## src/rtl/prefetch_queue.sv

```systemverilog
// Sequential instruction prefetcher: fetches words from imem and queues {pc, word} for the IR-load stage.
// Latency: a word acked in REQ is written on that edge and is visible at the head (ir_valid) right after it.
// Backpressure: a fetch is issued only if its word is guaranteed a slot; ir_ready pops the head, redirect flushes.
module prefetch_queue #(
    parameter int          DEPTH    = 4,
    parameter logic [31:0] RESET_PC = 32'h0000_0000
) (
    input  logic                         clk,
    input  logic                         rst,
    output logic                         imem_req,
    output logic [31:0]                  imem_addr,
    input  logic                         imem_ack,
    input  logic [31:0]                  imem_rdata,
    input  logic                         redirect,
    input  logic [31:0]                  redirect_pc,
    output logic                         ir_valid,
    output logic [31:0]                  ir_data,
    output logic [31:0]                  ir_pc,
    input  logic                         ir_ready,
    output logic [$clog2(DEPTH+1)-1:0]   count
);

    localparam int PW = $clog2(DEPTH);
    localparam int CW = $clog2(DEPTH + 1);

    typedef enum logic [1:0] {
        IDLE    = 2'd0,
        REQ     = 2'd1,
        DISCARD = 2'd2
    } state_t;

    state_t          state;
    logic [31:0]     fetch_pc;
    logic [31:0]     addr_hold;
    logic [PW-1:0]   wr_ptr;
    logic [PW-1:0]   rd_ptr;
    logic [PW-1:0]   rd_nxt;
    logic [31:0]     mem_data [DEPTH];
    logic [31:0]     mem_pc   [DEPTH];

    logic            pop;
    logic            push;
    logic            space;
    logic [CW-1:0]   next_count;
    logic [31:0]     redir_pc;
    logic [31:0]     seq_pc;

    // Handshake decode; redirect wins over both pop and push.
    always_comb begin
        pop        = ir_valid & ir_ready & ~redirect;
        push       = (state == REQ) & imem_ack & ~redirect;
        next_count = count + CW'(push) - CW'(pop);
        space      = (next_count < CW'(DEPTH));
        redir_pc   = redirect_pc & 32'hFFFF_FFFC;
        seq_pc     = addr_hold + 32'd4;
        rd_nxt     = rd_ptr + 1'b1;
    end

    // Request is a pure decode of the state flops, so ack/ready never reach it combinationally.
    assign imem_req  = (state == REQ) || (state == DISCARD);
    assign imem_addr = addr_hold;
    assign ir_valid  = (count != '0);

    // Fetch FSM: addr_hold is loaded only on entry to REQ and stays put while a request is outstanding.
    always_ff @(posedge clk or negedge rst) begin
        if (!rst) begin
            state     <= IDLE;
            fetch_pc  <= RESET_PC;
            addr_hold <= RESET_PC;
        end else begin
            case (state)
                IDLE: begin
                    if (redirect) begin
                        fetch_pc  <= redir_pc;
                        addr_hold <= redir_pc;
                        state     <= REQ;
                    end else if (space) begin
                        addr_hold <= fetch_pc;
                        state     <= REQ;
                    end
                end
                REQ: begin
                    if (redirect) begin
                        fetch_pc <= redir_pc;
                        if (imem_ack) begin
                            // Returning word belongs to the old stream; drop it and restart.
                            addr_hold <= redir_pc;
                            state     <= REQ;
                        end else begin
                            // Old request must still complete on the bus before the new one.
                            state <= DISCARD;
                        end
                    end else if (imem_ack) begin
                        fetch_pc <= seq_pc;
                        if (space) begin
                            addr_hold <= seq_pc;
                            state     <= REQ;
                        end else begin
                            state <= IDLE;
                        end
                    end
                end
                DISCARD: begin
                    if (redirect) begin
                        fetch_pc <= redir_pc;
                        if (imem_ack) begin
                            addr_hold <= redir_pc;
                            state     <= REQ;
                        end
                    end else if (imem_ack) begin
                        addr_hold <= fetch_pc;
                        state     <= REQ;
                    end
                end
                default: state <= IDLE;
            endcase
        end
    end

    // Entry storage; never written on a redirect cycle, so no reset is needed.
    always_ff @(posedge clk) begin
        if (push) begin
            mem_data[wr_ptr] <= imem_rdata;
            mem_pc[wr_ptr]   <= addr_hold;
        end
    end

    // Occupancy, pointers and the registered head; the head bypasses storage when the queue is (about to be) empty.
    always_ff @(posedge clk or negedge rst) begin
        if (!rst) begin
            count   <= '0;
            wr_ptr  <= '0;
            rd_ptr  <= '0;
            ir_data <= 32'd0;
            ir_pc   <= 32'd0;
        end else if (redirect) begin
            count  <= '0;
            wr_ptr <= '0;
            rd_ptr <= '0;
        end else begin
            count <= next_count;
            if (push) begin
                wr_ptr <= wr_ptr + 1'b1;
            end
            if (pop) begin
                rd_ptr <= rd_nxt;
                if (count > CW'(1)) begin
                    ir_data <= mem_data[rd_nxt];
                    ir_pc   <= mem_pc[rd_nxt];
                end else if (push) begin
                    ir_data <= imem_rdata;
                    ir_pc   <= addr_hold;
                end
            end else if ((count == '0) && push) begin
                ir_data <= imem_rdata;
                ir_pc   <= addr_hold;
            end
        end
    end

endmodule
```

## config.mk

```make
export PLATFORM = sky130hd
export DESIGN_NAME = prefetch_queue
export DESIGN_NICKNAME = d
export VERILOG_FILES = /design/src/rtl/prefetch_queue.sv
export SDC_FILE = /design/constraint.sdc
export NUM_CORES = 1
export LEC_CHECK = 0
export BUFFER_PORTS_ARGS = -buffer_cell sky130_fd_sc_hd__buf_2
export CORE_AREA = 2 2 249 251
export CTS_CLUSTER_DIAMETER = 50
export DETAILED_ROUTE_END_ITERATION = 10
export DIE_AREA = 0 0 251 253
export PLACE_DENSITY = 0.57
export SYNTH_ARGS = -nofsm -noshare
export SYNTH_HDL_FRONTEND = slang
export SYNTH_SLANG_ARGS = --single-unit
```

## constraint.sdc

```tcl
create_clock -name clk -period 4.45 [get_ports clk]
set_input_delay 0.6675 -clock clk [delete_from_list [all_inputs] [get_ports clk]]
set_output_delay 0.6675 -clock clk [all_outputs]
set_load 0.02 [all_outputs]
```

==> results.cfg, run 1 <==
[routing]
drc = 0
routedWlPerCell_um = 22.0
ant_nets = 0
drt_wl_total_mm = 51.2
drt_iter0_drc = 969
dr.pass1.iters = 5
viasPerCell = 5.21
vias = 12122

[clocking]
clkSlewWorstSetupHoldPaths_ns = 0.06
htree_levels = 2
cts_hold_buf = 0
cts_tree = built
cts_setup_buffers = 0
cts-root-buf = clkbuf_16
clock_sinks = 393
cts_resized = 0
clockBufferDepth = 3
tritoncts.num_buffers = 49
clock_latency_ns = 0.58

[die]
num_rows = 91
die_y_um = 253
dieArea_um2 = 63500
num_io_pins = 170
die_w_um = 251
start_util_pct = 29.5
core_area_um2 = 61000

[layout]
area.growth.synth_to_final_pct = 19.2
final_cell_mix = edfxtp_1 (256), buf_2 (166), dfrtp_1 (135)
fin_area_um2 = 21500
register_area_um2 = 11100
fin_nets = 1575
multiInputGateArea_um2 = 6430
nFillCells = 5924
final_common_cell = edfxtp_1
stdcell_count = 2327
final_layout_size_suffix_gt1_share_pct = 24.9

[timing]
maxSlewViolCount = 0
layout_min_cycle_time_ns = 4.05
finalSetupViolations = 0
finalSetupTns_ns = 0
finalHoldViolCount = 0
worst_slew_pin_slew_ns = 1.22
fin_skew_ns = 0.0227
setup_ws_ns = 0.397
fin_crit_sh_pct = 91.1
fmax_mhz = 247
rsz0062_at_grt = false
relSlewSlack_pct = 18.7

[synthesis]
synthCells = 1351
yosys-top-cells-area = edfxtp_1 (43%), dfrtp_1 (19%), mux4_2 (8.0%)
ys_seq_area_share_pct = 61.6
synthFlopType = edfxtp_1
synth_warnings = 0
ys_types = 78
synth-seq-cells = 393
netlist_area_um2 = 18000
synth_edf_count = 256
yosysTopAreaCell = edfxtp_1
async_reset_ff_share_pct = 34.9
syn_area_per_cell_um2 = 13.3
yosysTopAreaCellShare_pct = 42.6
syn_nets = 1435

[outcome]
status = finished, final reports clean

[global_routing]
grt_use_total_pct = 16.1
antenna_found_initial = 13
grt_max_degree = 81
grt_pass1_vias = 12648
gr-total-overflow = 0
grt_pass1_wl_mm = 77.5

[placed_design]
gp_congestion = 0.827
placed_cells = 2230
dp_hpwl_mm = 30.8
dp_slack_ns = 0.436
place.port_buffers = 167
placed_area_um2 = 19800

[power]
cellPowerDensity_nw_per_um2 = 694
irDropWorstVdd_mv = 0.355
power.leakage_nw = 7.61

[worst_setup_path]
max_stage_delay_ns = 1.01
start_kind = register
rr_worst_depth = 14
crit_type = register to register
crit_path_max_fanout = 26
slowest_stage = a221o_1
cp-end-kind = register
crit_chain = or3_1 -> nand2_1 -> nor2_1 -> ha_1 -> inv_1 -> ha_1 -> inv_1 -> fa_1 -> xor2_1 -> a221o_1 -> buf_4 -> nor3_1 -> a21oi_1 -> o21ai_0
cp.arrival_ns = 4.51
required_ns = 4.91

[flow_run]
maxCapViolations = 0

[hold_path]
worstHoldPathType = input pin to asynchronous set/reset pin
## flip-flops by register name (all words and copies together) (netlist names)
name,flops
mem_data,128
rd_ptr,2
state,2
ir_pc,32
count,3
imem_addr,32
ir_data,32
fetch_pc,32
mem_pc,128
wr_ptr,2
## report_power, final
group / switching, mW / total [mW] / internal (mW) / leakage (nW)
Sequential: 1.03 / 5.85 / 4.83 / 3.94
Combinational: 3.05 / 4.95 / 1.90 / 2.84
Clock: 1.69 / 4.11 / 2.43 / 0.831
Total: 5.77 / 14.9 / 9.15 / 7.61
## per-stage QoR
stage	power, mW	util [%]	hold WS, ns
6_report	14.9	35.2	0.216
2_1_floorplan	9.06	-	0.372
3_5_place_dp	10.9	32.4	0.465
4_1_cts	15.1	35.2	0.222
5_1_grt	15.8	35.2	0.272
3_3_place_gp	10.8	32.4	0.458
## cells by family (layout without fill, tap and decap cells)
family,count (synthesis),in the layout,synth area share [%]
xor+xnor,23,23,1.12
fa+ha+maj,15,15,1.08
mux,175,175,14.2
other cells,0,5,0
buf+inv,127,308,2.95
compound gates,255,255,9.28
simple gates,363,363,9.71
flops,393,393,61.6
## per-layer routing
metal	track usage, %	up-vias	share of wire [%]
met5	0	-	0.25
met4	5.68	20	2.7
met3	4.36	104	7.5
met2	26.4	401	47
met1	20.4	6145	42
li1	-	5452	-
## cell usage after synthesis, types with 4 or more instances
library cell,number
edfxtp_1,256
dfrtp_1,137
nor2_1,127
mux2i_1,102
a21oi_1,95
nand2_1,87
mux4_2,64
clkbuf_1,48
nand3_1,36
o21ai_0,35
buf_2,34
buf_1,22
nor3_1,21
o211ai_1,20
inv_1,18
a211oi_1,17
xnor2_1,17
nand4_1,15
ha_1,14
nor2b_1,11
nor4_1,11
a31oi_1,10
mux2_2,9
and3_1,8
o31ai_1,8
and2_1,7
a21o_1,6
a221oi_1,6
o31a_1,6
or4_1,6
xor2_1,6
a32oi_1,5
a2111oi_0,4
a32o_1,4
nand2b_1,4
nand3b_1,4
o22ai_1,4
or2_2,4
or3_1,4
## cell type report
| type | instances | area share [%] |
|---|---|---|
| clock buffer | 65 | 6.46 |
| timing repair buffer | 197 | 5.43 |
| antenna | 5 | 0.0582 |
| multi-input combinational | 831 | 29.9 |
| sequential | 393 | 51.8 |
| tap | 790 | 4.60 |
| clock inverter | 27 | 1.42 |
| inverter | 19 | 0.332 |
## final timing paths
check / slack [ns] / to / from
min reg2reg: 0.48 / fetch_pc[28] / fetch_pc[28]
min: 0.22 / ir_pc[28] / rst
max: 0.40 / imem_addr[7] / count[1]
max in group asynchronous: 3.35 / ir_data[28] / rst
max reg2reg: 0.40 / imem_addr[7] / count[1]
min in group clk: 0.32 / mem_data[1][2] / imem_rdata[2]
## critical path: cells and delay by family (launching register included)
family | cells | cell delay [ns]
adder cells (fa/ha/maj) | 3 | 0.83
AND/OR/NAND/NOR | 4 | 0.74
buffers and inverters | 3 | 0.39
AO/OA/AOI/OAI | 3 | 1.22
flip-flops | 1 | 0.44
XOR/XNOR | 1 | 0.28
(Power assumes the default switching activity.)
==> run 2: changes to the inputs <==
==> config.mk (replaced) <==
export PLATFORM = sky130hd
export DESIGN_NAME = prefetch_queue
export DESIGN_NICKNAME = d
export VERILOG_FILES = /design/src/rtl/prefetch_queue.sv
export SDC_FILE = /design/constraint.sdc
export NUM_CORES = 1
export LEC_CHECK = 0
export CAP_MARGIN = 20
export CORE_AREA = 2 2 249 251
export CTS_CLUSTER_DIAMETER = 50
export DETAILED_ROUTE_END_ITERATION = 10
export DIE_AREA = 0 0 251 253
export DONT_BUFFER_PORTS = 1
export PLACE_DENSITY = 0.54
export SYNTH_ARGS = -nofsm -noshare
export SYNTH_HDL_FRONTEND = slang
export SYNTH_SLANG_ARGS = --single-unit
==> results.cfg, run 2 (same netlist as run 1, synthesis figures left out) <==
[outcome]
status = finished, final reports clean

[clocking]
clockBufferDepth = 3
clkSlewWorstSetupHoldPaths_ns = 0.06
cts_tree = built
cts_setup_buffers = 0
tritoncts.num_buffers = 54
cts-root-buf = clkbuf_16
clock_sinks = 393
htree_levels = 2
clock_latency_ns = 0.59
cts_resized = 0

[timing]
relSlewSlack_pct = 32.6
worst_slew_pin_slew_ns = 1.01
finalHoldViolCount = 0
layout_min_cycle_time_ns = 4.10
rsz0062_at_grt = false
finalSetupTns_ns = 0
fmax_mhz = 244
fin_skew_ns = 0.0201
maxSlewViolCount = 0
fin_crit_sh_pct = 92.2
finalSetupViolations = 0

[global_routing]
antenna_found_initial = 0
gr-total-overflow = 0
grt_pass1_vias = 11655
grt_pass1_wl_mm = 74.4
grt_max_degree = 138
grt_use_total_pct = 15.5

[layout]
area.growth.synth_to_final_pct = 16.0
final_cell_mix = edfxtp_1 (256), dfrtp_1 (135), nor2_1 (127)
fin_area_um2 = 20900
utilization_pct = 34.3
final_layout_size_suffix_gt1_share_pct = 17.4
fin_nets = 1423
largestRegisters = mem_data (128), mem_pc (128)
final_common_cell = edfxtp_1
stdcell_count = 2176

[worst_setup_path]
regToRegStartpoint = count[2]
r2r-end = imem_addr[7]
cp-end-kind = register
max_stage_delay_ns = 0.86
crit_path_max_fanout = 19
rr_worst_depth = 14
crit_chain = or3_1 -> nand2_1 -> nor2_1 -> ha_1 -> inv_1 -> ha_1 -> inv_1 -> fa_1 -> xor2_1 -> a221o_1 -> buf_4 -> nor3_1 -> a21oi_1 -> o21ai_0
reg2reg_slack_ns = 0.35
critical-path-top-delay-family = compound AO/OA/AOI/OAI gates
slowest_stage = a221o_1
path_buf_inv = 3
start_kind = register
cp.arrival_ns = 4.56
crit_cells = 14
required_ns = 4.90
crit_type = register to register

[die]
dieArea_um2 = 63500
num_io_pins = 170
die_y_um = 253
die_w_um = 251
core_area_um2 = 61000
num_rows = 91
start_util_pct = 29.5

[power]
power_mw = 14.9
power.leakage_nw = 7.11
irDropWorstVdd_mv = 0.284
cellPowerDensity_nw_per_um2 = 714

[routing]
drt_wl_total_mm = 49.5
dr.pass1.iters = 5
vias = 11495
drc = 0
drt_iter0_drc = 897
viasPerCell = 5.28
ant_nets = 0
routedWlPerCell_um = 22.8

[flow_run]
maxCapViolations = 0

[placed_design]
gp_congestion = 0.818
dp_hpwl_mm = 30.3
place.port_buffers = 0
placed_area_um2 = 19000
placed_cells = 2072

[hold_path]
worstHoldPathType = input pin to asynchronous set/reset pin
==> run 2: cell count changes in the layout (fill, tap and decap cells not counted), moves of 5 or more <==
cell | before | now
clkinvlp_4 | 1 | 6
inv_6 | 5 | 10
clkbuf_16 | 51 | 57
buf_2 | 166 | 0
buf_4 | 22 | 35
==> run 2: how the worst max path moves through the flow <==
stage,start,end,slack [ns]
after floorplan,redirect,imem_addr[20],0.31
after global routing,count[2],imem_addr[9],0.16
after CTS,count[2],imem_addr[9],0.43
final,count[2],imem_addr[7],0.35
after detailed placement,count[2],imem_addr[9],0.44
after global placement,count[2],imem_addr[9],0.50
==> run 2: per-stage QoR <==
| step | hold WS [ns] | setup WS, ns |
|---|---|---|
| 2_1_floorplan | 0.372 | 0.312 |
| 3_3_place_gp | 0.381 | 0.500 |
| 3_5_place_dp | 0.384 | 0.439 |
| 4_1_cts | 0.0951 | 0.425 |
| 5_1_grt | 0.0968 | 0.164 |
| 6_report | 0.0191 | 0.347 |
==> run 2: power breakdown <==
part | switching, mW | internal, mW
Clock | 1.74 | 2.77
Sequential | 1.61 | 4.82
Combinational | 2.34 | 1.64
Total | 5.69 | 9.23
==> run 2: per-layer routing <==
metal	global-route usage, %	share of wire (%)	vias to the layer above
met5	0	0	-
met4	4.35	2.2	0
met3	4.55	7.7	72
met2	24.9	47	348
met1	20.3	43	5908
li1	-	-	5167
==> run 2: worst register-to-register path, delay by kind of cell (launching register included) <==
kind / cells / cell delay [ns]
xor+xnor: 1 / 0.27
fa+ha+maj: 3 / 0.84
simple gates: 4 / 0.85
buf+inv: 3 / 0.44
compound gates: 3 / 1.11
flops: 1 / 0.48
==> run 2: cell type report <==
class                      count  area [µm²]
tap                          790         988
antenna                        1        2.50
clock inverter                35         392
fill                        5886       40100
sequential                   393       11100
clock buffer                  67        1520
multi-input combinational    831        6440
timing repair buffer          40         370
inverter                      19        71.3
==> run 2: what timing repair did <==
item                                   in CTS  in global routing
hold buffers                                1                  0
setup endpoints to repair                   0                  0
endpoints found under the hold margin     137                  0
